[config.mk]
export PLATFORM = sky130hd
export DESIGN_NAME = hazard_scoreboard_flat
export DESIGN_NICKNAME = d
export VERILOG_FILES = /design/src/rtl/hazard_scoreboard_if.sv /design/src/rtl/hazard_scoreboard.sv /design/src/flat_wrapper.sv
export SDC_FILE = /design/constraint.sdc
export NUM_CORES = 1
export LEC_CHECK = 0
export ABC_AREA = 1
export CAP_MARGIN = 5
export CELL_PAD_IN_SITES_DETAIL_PLACEMENT = 0
export CELL_PAD_IN_SITES_GLOBAL_PLACEMENT = 1
export CORE_ASPECT_RATIO = 1.2
export CORE_UTILIZATION = 35
export DETAILED_ROUTE_END_ITERATION = 10
export GPL_ROUTABILITY_DRIVEN = 0
export PLACE_DENSITY = 0.83
export SLEW_MARGIN = 20
export SYNTH_ARGS = -nofsm -noshare
export SYNTH_HDL_FRONTEND = slang
export SYNTH_SLANG_ARGS = --single-unit
[constraint.sdc]
create_clock -name CLK -period 2.2 [get_ports CLK]
set_input_delay 0.55 -clock CLK [delete_from_list [all_inputs] [get_ports CLK]]
set_output_delay 0.55 -clock CLK [all_outputs]
set_load 0.01 [all_outputs]
[src/rtl/hazard_scoreboard_if.sv]
// hazard_scoreboard_if: decode/pipeline side bundle of the hazard scoreboard.
// master drives advance/flush/id_*; slave returns stall, fwd_a/b, busy, stall_cnt.
interface hazard_scoreboard_if #(
  parameter int FW = 2
);
  logic          advance;
  logic          flush;
  logic          id_valid;
  logic [4:0]    id_rs;
  logic [4:0]    id_rt;
  logic          id_uses_rs;
  logic          id_uses_rt;
  logic          id_regwr;
  logic [4:0]    id_wsel;
  logic          id_isload;
  logic          stall;
  logic [FW-1:0] fwd_a;
  logic [FW-1:0] fwd_b;
  logic          busy;
  logic [15:0]   stall_cnt;

  modport master (
    output advance, flush, id_valid, id_rs, id_rt,
    output id_uses_rs, id_uses_rt, id_regwr, id_wsel, id_isload,
    input  stall, fwd_a, fwd_b, busy, stall_cnt
  );

  modport slave (
    input  advance, flush, id_valid, id_rs, id_rt,
    input  id_uses_rs, id_uses_rt, id_regwr, id_wsel, id_isload,
    output stall, fwd_a, fwd_b, busy, stall_cnt
  );
endinterface

[src/rtl/hazard_scoreboard.sv]
// hazard_scoreboard: in-flight writer record, RAW/load-use stall, fwd selects.
// Ports: CLK, nRST (async low), bus (slave). Macro HAZARD_SCOREBOARD_FORWARD_EN.
module hazard_scoreboard #(
  parameter int STAGES     = 3,
  parameter int LOAD_STAGE = 2,
  parameter int KILL       = 1,
  parameter int FW         = $clog2(STAGES + 1)
) (
  input logic               CLK,
  input logic               nRST,
  hazard_scoreboard_if.slave bus
);

  typedef struct packed {
    logic       valid;
    logic [4:0] wsel;
    logic       isload;
  } entry_t;

  entry_t      ent [STAGES];
  entry_t      ins;
  logic        hit_a;
  logic        hit_b;
  logic        haz_a;
  logic        haz_b;
  logic        stall;
  logic        busy;
  logic [15:0] cnt;

  function automatic logic hits(
    input entry_t     e,
    input logic [4:0] s,
    input logic       use_s
  );
    return use_s && (s != 5'd0) && e.valid && (e.wsel == s);
  endfunction

`ifdef HAZARD_SCOREBOARD_FORWARD_EN
  logic [FW-1:0] idx_a;
  logic [FW-1:0] idx_b;
  logic          ld_a;
  logic          ld_b;
  logic [FW-1:0] fwd_a_q;
  logic [FW-1:0] fwd_b_q;
`endif

  // Scan oldest to youngest so the youngest match is the last one kept.
  // The WB entry is skipped: the register file writes before it reads.
  always_comb begin
    hit_a = 1'b0;
    hit_b = 1'b0;
`ifdef HAZARD_SCOREBOARD_FORWARD_EN
    idx_a = '0;
    idx_b = '0;
    ld_a  = 1'b0;
    ld_b  = 1'b0;
`endif
    for (int i = STAGES - 2; i >= 0; i--) begin
      if (hits(ent[i], bus.id_rs, bus.id_uses_rs)) begin
        hit_a = 1'b1;
`ifdef HAZARD_SCOREBOARD_FORWARD_EN
        idx_a = FW'(i);
        ld_a  = ent[i].isload;
`endif
      end
      if (hits(ent[i], bus.id_rt, bus.id_uses_rt)) begin
        hit_b = 1'b1;
`ifdef HAZARD_SCOREBOARD_FORWARD_EN
        idx_b = FW'(i);
        ld_b  = ent[i].isload;
`endif
      end
    end
  end

`ifdef HAZARD_SCOREBOARD_FORWARD_EN
  // Producer sits at i+1 when the consumer reaches EX.
  assign haz_a = hit_a && ld_a && (int'(idx_a) + 1 < LOAD_STAGE);
  assign haz_b = hit_b && ld_b && (int'(idx_b) + 1 < LOAD_STAGE);
`else
  assign haz_a = hit_a;
  assign haz_b = hit_b;
`endif

  assign stall = bus.id_valid && !bus.flush && (haz_a || haz_b);

  always_comb begin
    busy = 1'b0;
    for (int i = 0; i < STAGES; i++) begin
      busy = busy | ent[i].valid;
    end
  end

  always_comb begin
    ins.valid  = bus.id_valid && bus.id_regwr && (bus.id_wsel != 5'd0)
                 && !bus.flush && !stall;
    ins.wsel   = bus.id_wsel;
    ins.isload = bus.id_isload;
  end

  always_ff @(posedge CLK or negedge nRST) begin
    if (!nRST) begin
      for (int k = 0; k < STAGES; k++) begin
        ent[k] <= '0;
      end
      cnt <= '0;
    end else if (bus.advance) begin
      for (int k = STAGES - 1; k > 0; k--) begin
        ent[k] <= ent[k-1];
      end
      ent[0] <= ins;
      // Kill the younger in-flight work after the shift.
      if (bus.flush) begin
        for (int k = 1; k <= KILL; k++) begin
          ent[k].valid <= 1'b0;
        end
      end
      if (stall && (cnt != 16'hFFFF)) begin
        cnt <= cnt + 16'd1;
      end
    end
  end

`ifdef HAZARD_SCOREBOARD_FORWARD_EN
  // Select k means the result in entry[k-1] once the consumer is in EX.
  always_ff @(posedge CLK or negedge nRST) begin
    if (!nRST) begin
      fwd_a_q <= '0;
      fwd_b_q <= '0;
    end else if (bus.advance) begin
      if (bus.flush || stall || !bus.id_valid) begin
        fwd_a_q <= '0;
        fwd_b_q <= '0;
      end else begin
        fwd_a_q <= hit_a ? idx_a + FW'(2) : '0;
        fwd_b_q <= hit_b ? idx_b + FW'(2) : '0;
      end
    end
  end

  assign bus.fwd_a = fwd_a_q;
  assign bus.fwd_b = fwd_b_q;
`else
  assign bus.fwd_a = '0;
  assign bus.fwd_b = '0;
`endif

  assign bus.stall     = stall;
  assign bus.busy      = busy;
  assign bus.stall_cnt = cnt;

endmodule

[src/flat_wrapper.sv]
// flat-port wrapper written by rule: the top's interface ports become plain ports
module hazard_scoreboard_flat 
#(
  parameter int STAGES     = 3,
  parameter int LOAD_STAGE = 2,
  parameter int KILL       = 1,
  parameter int FW         = $clog2(STAGES + 1)
)
  (CLK, nRST, bus_advance, bus_flush, bus_id_valid, bus_id_rs, bus_id_rt, bus_id_uses_rs, bus_id_uses_rt, bus_id_regwr, bus_id_wsel, bus_id_isload, bus_stall, bus_fwd_a, bus_fwd_b, bus_busy, bus_stall_cnt);
  hazard_scoreboard_if #(.FW(FW)) bus_i ();
  input logic CLK;
  input logic nRST;
  input wire logic [$bits(bus_i.advance)-1:0] bus_advance;
  input wire logic [$bits(bus_i.flush)-1:0] bus_flush;
  input wire logic [$bits(bus_i.id_valid)-1:0] bus_id_valid;
  input wire logic [$bits(bus_i.id_rs)-1:0] bus_id_rs;
  input wire logic [$bits(bus_i.id_rt)-1:0] bus_id_rt;
  input wire logic [$bits(bus_i.id_uses_rs)-1:0] bus_id_uses_rs;
  input wire logic [$bits(bus_i.id_uses_rt)-1:0] bus_id_uses_rt;
  input wire logic [$bits(bus_i.id_regwr)-1:0] bus_id_regwr;
  input wire logic [$bits(bus_i.id_wsel)-1:0] bus_id_wsel;
  input wire logic [$bits(bus_i.id_isload)-1:0] bus_id_isload;
  output wire logic [$bits(bus_i.stall)-1:0] bus_stall;
  output wire logic [$bits(bus_i.fwd_a)-1:0] bus_fwd_a;
  output wire logic [$bits(bus_i.fwd_b)-1:0] bus_fwd_b;
  output wire logic [$bits(bus_i.busy)-1:0] bus_busy;
  output wire logic [$bits(bus_i.stall_cnt)-1:0] bus_stall_cnt;
  assign bus_i.advance = bus_advance;
  assign bus_i.flush = bus_flush;
  assign bus_i.id_valid = bus_id_valid;
  assign bus_i.id_rs = bus_id_rs;
  assign bus_i.id_rt = bus_id_rt;
  assign bus_i.id_uses_rs = bus_id_uses_rs;
  assign bus_i.id_uses_rt = bus_id_uses_rt;
  assign bus_i.id_regwr = bus_id_regwr;
  assign bus_i.id_wsel = bus_id_wsel;
  assign bus_i.id_isload = bus_id_isload;
  assign bus_stall = bus_i.stall;
  assign bus_fwd_a = bus_i.fwd_a;
  assign bus_fwd_b = bus_i.fwd_b;
  assign bus_busy = bus_i.busy;
  assign bus_stall_cnt = bus_i.stall_cnt;
  hazard_scoreboard #(.STAGES(STAGES), .LOAD_STAGE(LOAD_STAGE), .KILL(KILL), .FW(FW)) u_core (.CLK(CLK), .nRST(nRST), .bus(bus_i));
endmodule
==> results of run 1 <==
## registers in the layout, indices dropped and copies added (netlist names)
signal and flops:
u_core.bus.stall_cnt 16, u_core.ent 13
## layout by cell type, fill, tap and decap left out, types with 4 or more instances in the layout
cell,Yosys,routed
xor2_1,10,10
inv_2,5,15
clkbuf_8,0,7
nand2_2,3,5
inv_1,32,22
xnor2_1,4,4
nor2_2,0,4
clkdlybuf4s50_1,0,29
dfrtp_1,29,29
conb_1,1,4
clkbuf_2,0,10
buf_4,4,14
o21ai_0,13,11
nand3_1,8,8
nand4_1,6,6
nor2_1,28,24
nand2_1,132,130
## synth_stat cells
cell type and number:
xor2_1 10, clkbuf_1 2, xnor2_1 4, inv_1 32, bufbuf_16 1, nand4_1 6, nand2_1 132, o31ai_1 1
buf_4 4, inv_2 5, clkbuf_4 1, o21ai_0 13, conb_1 1, nor4_1 1, ha_1 1, nand3_1 8
buf_6 1, nor2_4 1, nor2_1 28, nand3_2 3, o22ai_1 1, nor3_1 3, nand2_2 3, dfrtp_1 29
nor3_2 1, o21ai_1 1, nand4_4 1
## layout make-up
| cell class | instances | area (sq um) | share of cell area |
|---|---|---|---|
| multi-input cells | 222 | 1050 | 0.407 |
| flip-flops and latches | 29 | 726 | 0.281 |
| repair buffers | 56 | 488 | 0.189 |
| inverters | 37 | 139 | 0.0538 |
| clock buffers | 7 | 96.3 | 0.0373 |
| well taps | 62 | 77.6 | 0.0301 |
| clock inverters | 1 | 5.00 | 0.00194 |
## layer usage
layer	wire (um)	GRT usage	up-vias
met3	212	0.0374	4
met1	2090	0.208	867
met5	0	0	-
met4	59	0.0545	0
li1	-	-	1002
met2	2670	0.339	33
## power by group
group          switching [mW]  internal [mW]
logic                   0.123         0.0892
clock network           0.205          0.282
registers              0.0211          0.557
## what timing repair did
action                     CTS  global route
setup endpoints to repair    1             2
pin swaps                    8            12
resized for setup           23            33
buffers inserted             6             1
gates cloned                 0             0
## critical path, stage by stage, from the launching register on
cell and delay, ns:
dfrtp_1 0.40, buf_4 0.14, nand2_1 0.06, nand2_1 0.05
nor2_1 0.11, nand3_1 0.09, nand2_1 0.06, nand2_1 0.06
nand2_2 0.08, nand2_2 0.05, inv_2 0.06, buf_6 0.09
## path summary, 6_finish.rpt
kind / end / slack (ns) / depth (start not counted)
min: u_core.ent[12] / 0.50 / 2
min in group asynchronous: u_core.bus.stall_cnt[8] / 0.65 / 2
max in group asynchronous: u_core.bus.stall_cnt[0] / 1.27 / 2
max reg2reg: u_core.ent[20] / 0.14 / 18
max: bus_stall / 0.10 / 11
min reg2reg: u_core.ent[12] / 0.50 / 2
## per-stage QoR
stage                     cell area, sq um  TNS (ns)  cells  utilization
after global routing                  2580         0    414        0.484
after floorplan                       1980         0    297            -
after detailed placement              2450     -3.47    400        0.460
final                                 2580         0    414        0.484
after global placement                2450     -3.29    400        0.460
after CTS                             2590         0    413        0.485
## logic make-up (layout without fill, tap and decap cells)
kind of cell	after synthesis	count (layout)	share of synthesized area
and+or+nand+nor	187	187	0.402
DFF	29	29	0.369
xor gates and xnor gates	14	14	0.0623
adders and majority gates	1	1	0.00636
AOI/OAI and AO/OA	16	16	0.0426
other	1	4	0.00191
buffers and inverters	46	101	0.116
==> results_dict.tcl, run 1 <==
set metrics [dict create \
    maxCapViolations 0 \
    slew_viol_final 0 \
    hold_violations 0 \
    clock_latency_ns 0.28 \
    die_h_um 84.1 \
    cts.reportedPaths.clkPinSlew_ns 0.07 \
    hp-start "u_core.ent[19]" \
    yosys_warnings 0 \
    critPathKind "register to output port" \
    setup_viol 0 \
    timing.final.ws_setup_ns 0.101 \
    cp_max_fo 3 \
    pre_cts_ws_ns -0.693 \
    yosys-top-cells-area "dfrtp_1 37%, nand2_1 25%, inv_1 6.1%" \
    io_pins 46 \
    grt_pass1_wl_um 8590 \
    antenna_cells 0 \
    yosys.cell_types.count 27 \
    hold_slack_ns 0.501 \
    synth_area_sq_mm 0.00197 \
    viasPerCell 4.60 \
    p_leak_nw 1.30 \
    post-dp-hpwl_um 3770 \
    grt_pass1_vias 1914 \
    arrival_ns 1.55 \
    drive_above_1_share 0.190 \
    wl_per_cell_um 12.2 \
    power_density_mw_per_mm2 495 \
    grt_overflow 0 \
    hold_class "register to register" \
    cts.sinks 29 \
    rows 29 \
    synth_cells 294 \
    h-tree-depth 2 \
    crit_start "u_core.ent[17]" \
    drc 0 \
    required_ns 1.65 \
    grt_use_total 0.183 \
    cts_tree "yes" \
    power_mw 1.28 \
    finalWirelength_um 5030 \
    fin_nets 376 \
    clockBufferDepth 2 \
    drt_iter0_drc 49 \
    rr_startpoint "u_core.ent[15]" \
    cp-start-kind "register" \
    portBuffers 40 \
    timing.final.crit_share 0.954 \
    first_pass_iters 4 \
    fillers 551 \
    rsz0062_at_grt "no" \
    grt_max_degree 30 \
    cts_made_buffers 5 \
    ys_ff_latch 29 \
    ys_seq_area_frac 0.369 \
    die_x_um 70.4 \
    core-area_sq_mm 0.00533 \
    clock_skew_ns 0.00582 \
    period_minus_slack_ns 2.10 \
    hold_buffers 0 \
    area_growth_pct 31.2 \
    postRouteAntennaNets 0 \
    dr_total_vias 1906 \
    synth_top_area_frac 0.369 \
    irDropWorstVdd_mv 0.453 \
    end_kind "output port" \
    post-synth-top-area-cell "dfrtp_1" \
    cts_root_buf "clkbuf_8" \
    avgSynthCellArea_sq_um 6.69 \
    antenna_found_initial 0 \
    max_freq_mhz 476 \
    status "finished clean" \
    start_util 0.369 \
    die-area_sq_mm 0.00592 \
]
(Power assumes the default switching activity.)
==> inputs of run 2 (changes only) <==
PLACE_DENSITY = 0.8   (was 0.83)
==> run 2 against run 1 <==
Net effect:
- worst setup slack worse by 0.019 ns
- clock power about the same
- worst hold slack worse by 0.023 ns
- core utilization down 0.47 points
- sequential power about the same
- critical path depth down 1
- register-to-register slack better by 0.27 ns
- critical path type is now input port to output port
- total power down 0.24%
==> results_dict.tcl, run 2 (synthesis gave the netlist of run 1 again) <==
set metrics [dict create \
    timing.final.ws_setup_ns 0.0820 \
    maxCapViolations 0 \
    grt-busiest-layer "met2" \
    viasPerCell 4.60 \
    io_pins 46 \
    fin_nets 372 \
    power_density_mw_per_mm2 499 \
    cts_setup_buffers 0 \
    rows 29 \
    cp_max_fo 4 \
    cts_tree "yes" \
    arrival_ns 1.57 \
    required_ns 1.65 \
    die_x_um 70.4 \
    antenna_cells 0 \
    cp-start-kind "input port" \
    clock_latency_ns 0.28 \
    die_h_um 84.1 \
    cts.sinks 29 \
    slew_viol_final 0 \
    grt_use_total 0.177 \
    met2_usage 0.310 \
    fillers 557 \
    end_kind "output port" \
    setup_viol 0 \
    antenna_found_initial 0 \
    rsz0062_at_grt "no" \
    mostFrequentLayoutCell "nand2_1" \
    irDropWorstVdd_mv 0.315 \
    met1_usage 0.209 \
    final_cell_count_no_fill 410 \
    grt_pass1_vias 1797 \
    pre_cts_ws_ns -0.700 \
    wl_per_cell_um 11.8 \
    portBuffers 40 \
    use_met3 0.0362 \
    grt_max_degree 30 \
    cts_root_buf "clkbuf_8" \
    cts.reportedPaths.clkPinSlew_ns 0.06 \
    hold_violations 0 \
    drt_iter0_drc 60 \
    clock_skew_ns 0.00456 \
    h-tree-depth 2 \
    p_leak_nw 1.29 \
    post-dp-hpwl_um 3700 \
    area_growth_pct 30.0 \
    hold_class "register to register" \
    start_util 0.369 \
    largest_register_ffs 16 \
    status "finished clean" \
    grt_pass1_wl_um 8170 \
    dr_total_vias 1884 \
    final_cell_mix "131 x nand2_1, 29 x clkdlybuf4s50_1, 29 x dfrtp_1" \
    finalWirelength_um 4830 \
    period_minus_slack_ns 2.12 \
    critPathKind "input port to output port" \
    final_util 0.479 \
    drive_above_1_share 0.149 \
    drc 0 \
    postRouteAntennaNets 0 \
    place_inst 402 \
    core-area_sq_mm 0.00533 \
    die-area_sq_mm 0.00592 \
    grt_overflow 0 \
    cts_made_buffers 5 \
    clockBufferDepth 2 \
    power_mw 1.27 \
    timing.final.crit_share 0.963 \
    first_pass_iters 4 \
    max_freq_mhz 472 \
]
run 2: final timing paths:
| check | from | endpoint | slack, ns | cells after the start |
|---|---|---|---|---|
| max | bus_id_rt[0] | bus_stall | 0.08 | 10 |
| min | u_core.ent[19] | u_core.ent[12] | 0.48 | 2 |
| max reg2reg | u_core.bus.stall_cnt[1] | u_core.bus.stall_cnt[5] | 0.41 | 11 |
| min reg2reg | u_core.ent[19] | u_core.ent[12] | 0.48 | 2 |
| max in group asynchronous | nRST | u_core.ent[18] | 1.27 | 2 |
| min in group asynchronous | nRST | u_core.bus.stall_cnt[10] | 0.65 | 2 |
run 2: routing by layer:
metal	vias to the layer above	wire (um)
li1	994	-
met1	836	2070
met2	47	2450
met3	7	237
met4	0	76
met5	-	0
run 2: area by class of cell:
class	instances	area (sq um)	share of cell area
inverters	37	139	0.0543
clock inverters	1	5.00	0.00196
clock buffers	7	96.3	0.0377
multi-input cells	222	1040	0.406
well taps	62	77.6	0.0303
repair buffers	52	475	0.186
flip-flops and latches	29	726	0.284
run 2: repair_timing:
action | CTS | global route
hold buffers | 0 | 0
resized for setup | 24 | 18
endpoints found under the setup margin | 1 | 1
pin swaps | 5 | 8
run 2: worst max-delay path: stages:
cell and delay, ns:
dlygate4sd2_1 0.25, inv_2 0.08, nand4_1 0.13, o21ai_1 0.15
inv_1 0.06, nand2_1 0.07, nand2_2 0.07, nand2_2 0.06
inv_2 0.04, buf_6 0.11
run 2: where the power goes:
group	switching (mW)	internal (mW)	leakage, nW
sequential	0.0201	0.557	0.387
combinational	0.120	0.0899	0.844
clock	0.205	0.282	0.0542
total	0.345	0.930	1.29
run 2: stage by stage:
stage          TNS, ns  cell area (sq um)  hold slack [ns]
4_1_cts              0               2560            0.482
2_1_floorplan        0               1980            0.254
3_3_place_gp     -3.40               2470            0.460
5_1_grt              0               2560            0.541
6_report             0               2560            0.478
3_5_place_dp     -3.42               2470            0.467
==> inputs of run 3 (changes only) <==
CORE_UTILIZATION = 33   (was 35)
PLACE_DENSITY = 0.76   (was 0.8)
==> run 3 against run 2 <==
Net effect:
- critical path depth up 2
- die area grew 5.9%
- flip-flop and latch count stayed put
- largest power group unchanged
- clock power decreased by 11%
- non-clock buffer count did not move
- critical endpoint unchanged
- via count decreased by 0.74%
- wire length grew 2.7%
==> results_dict.tcl, run 3 (synthesis gave the netlist of run 1 again) <==
set metrics [dict create \
    period_minus_slack_ns 2.08 \
    cts_root_buf "clkbuf_8" \
    drt_iter0_drc 47 \
    rr_startpoint "u_core.bus.stall_cnt[1]" \
    die-area_sq_mm 0.00627 \
    hold_class "register to register" \
    portBuffers 40 \
    cp_top_family "simple AND/OR/NAND/NOR gates" \
    power_density_mw_per_mm2 478 \
    rr_worst_depth 11 \
    slew_viol_final 0 \
    clock_latency_ns 0.28 \
    cts_made_buffers 5 \
    die_h_um 86.6 \
    rows 30 \
    post-dp-hpwl_um 3810 \
    ff_latch_area_sq_um 726 \
    final_area_sq_mm 0.00256 \
    crit_start "bus_id_rs[2]" \
    drc 0 \
    cp-start-kind "input port" \
    crit_chain "clkdlybuf4s15_1 > inv_1 > nand2_1 > nand2_1 > nor2_1 > nand3_1 > nand2_1 > nand2_2 > nand2_2 > nand2_1 > inv_2 > buf_6" \
    hold_violations 0 \
    grt_max_degree 30 \
    first_pass_iters 4 \
    fin_nets 372 \
    dr_total_vias 1870 \
    arrival_ns 1.53 \
    cp_max_fo 3 \
    fillers 640 \
    maxCapViolations 0 \
    io_pins 46 \
    largest_register_ffs 16 \
    antenna_found_initial 0 \
    clock_skew_ns 0.00793 \
    met1_usage 0.214 \
    end_kind "output port" \
    cts.reportedPaths.clkPinSlew_ns 0.06 \
    grt_overflow 0 \
    tns_ns 0 \
    grt_pass1_wl_um 8630 \
    timing.final.crit_share 0.946 \
    use_met3 0.0302 \
    multi_input_area_sq_mm 0.00104 \
    core-area_sq_mm 0.00571 \
    irDropWorstVdd_mv 0.295 \
    timing.rr.end "u_core.bus.stall_cnt[5]" \
    finalWirelength_um 4960 \
    postRouteAntennaNets 0 \
    h-tree-depth 2 \
    ff2ff_setup_slack_ns 0.42 \
    antenna_cells 0 \
    required_ns 1.65 \
    max_freq_mhz 480 \
    cpMostUsedCell "nand2_1" \
    crit_cells 12 \
    cts_setup_buffers 0 \
    cp_slowest_cell "clkdlybuf4s15_1" \
    crit_path_end "bus_stall" \
    grt_use_total 0.180 \
    final_cell_mix "131 x nand2_1, 29 x clkdlybuf4s50_1, 29 x dfrtp_1" \
    grt_pass1_vias 1892 \
    max_stage_delay_ns 0.20 \
    critPathKind "input port to output port" \
    p_leak_nw 1.27 \
    start_util 0.345 \
    drive_above_1_share 0.161 \
    cts_tree "yes" \
    grt-busiest-layer "met2" \
    setup_viol 0 \
    cp_num_buf_inv 4 \
    met2_usage 0.321 \
    viasPerCell 4.37 \
    hold_buffers 0 \
    clockBufferDepth 2 \
    area_growth_pct 30.1 \
    die_x_um 72.5 \
    mostFrequentLayoutCell "nand2_1" \
    cts.sinks 29 \
    dpl-instance-area_sq_mm 0.00249 \
    status "finished clean" \
    wl_per_cell_um 11.6 \
]
-- run 3: cell count changes in the layout (fill, tap and decap cells not counted), sizes merged --
cell         delta
clkinv          +1
clkinvlp        +1
dlygate4sd2     -2
-- run 3: worst reg2reg max path, stage by stage (launching register included) --
cell	delay (ns)
dfrtp_1	0.39
ha_1	0.20
nand3_1	0.13
inv_2	0.11
nand3_2	0.13
nor3_2	0.15
nand3_2	0.14
nand3_2	0.12
nor2_4	0.04
buf_12	0.15
nand2_1	0.07
nand2_1	0.05
-- run 3: power by group --
group | internal, mW | switching, mW | total (mW)
clock network | 0.218 | 0.215 | 0.433
logic | 0.0900 | 0.122 | 0.212
registers | 0.557 | 0.0209 | 0.578
total | 0.865 | 0.358 | 1.22
-- run 3: stage by stage --
step / worst slack, ns / hold WS, ns / instances / util / total power [mW]
final: 0.118 / 0.480 / 428 / 0.448 / 1.22
after global routing: -0.0111 / 0.544 / 428 / 0.448 / 1.30
after CTS: 0.00696 / 0.489 / 428 / 0.451 / 1.24
after detailed placement: -0.728 / 0.474 / 420 / 0.437 / 0.802
after global placement: -0.711 / 0.471 / 420 / 0.437 / 0.803
after floorplan: 0.447 / 0.254 / 297 / - / 0.700
-- run 3: how the worst min path moves through the flow --
| stage | start | to | slack [ns] | cells past startpoint |
|---|---|---|---|---|
| 2_1_floorplan | nRST | u_core.bus.stall_cnt[0] | 0.25 | 0 |
| 3_3_place_gp | u_core.ent[19] | u_core.ent[12] | 0.47 | 2 |
| 3_5_place_dp | u_core.ent[19] | u_core.ent[12] | 0.47 | 2 |
| 4_1_cts | u_core.ent[19] | u_core.ent[12] | 0.49 | 2 |
| 5_1_grt | u_core.ent[19] | u_core.ent[12] | 0.54 | 2 |
| 6_report | u_core.ent[19] | u_core.ent[12] | 0.48 | 2 |
-- run 3: area by class of cell --
type / instances / area share
flip-flops and latches: 29 / 0.284
multi-input cells: 222 / 0.406
clock inverters: 3 / 0.00685
clock buffers: 5 / 0.0269
repair buffers: 52 / 0.183
well taps: 80 / 0.0391
inverters: 37 / 0.0543
-- run 3: repair_timing --
action / CTS / global route
endpoints found under the setup margin: 1 / 1
gates resized for setup: 26 / 23
pin swaps: 6 / 6
-- run 3: routing by layer --
| metal | up-vias | routed length [um] |
|---|---|---|
| li1 | 993 | - |
| met1 | 830 | 2160 |
| met2 | 38 | 2500 |
| met3 | 9 | 192 |
| met4 | 0 | 112 |
| met5 | - | 0 |
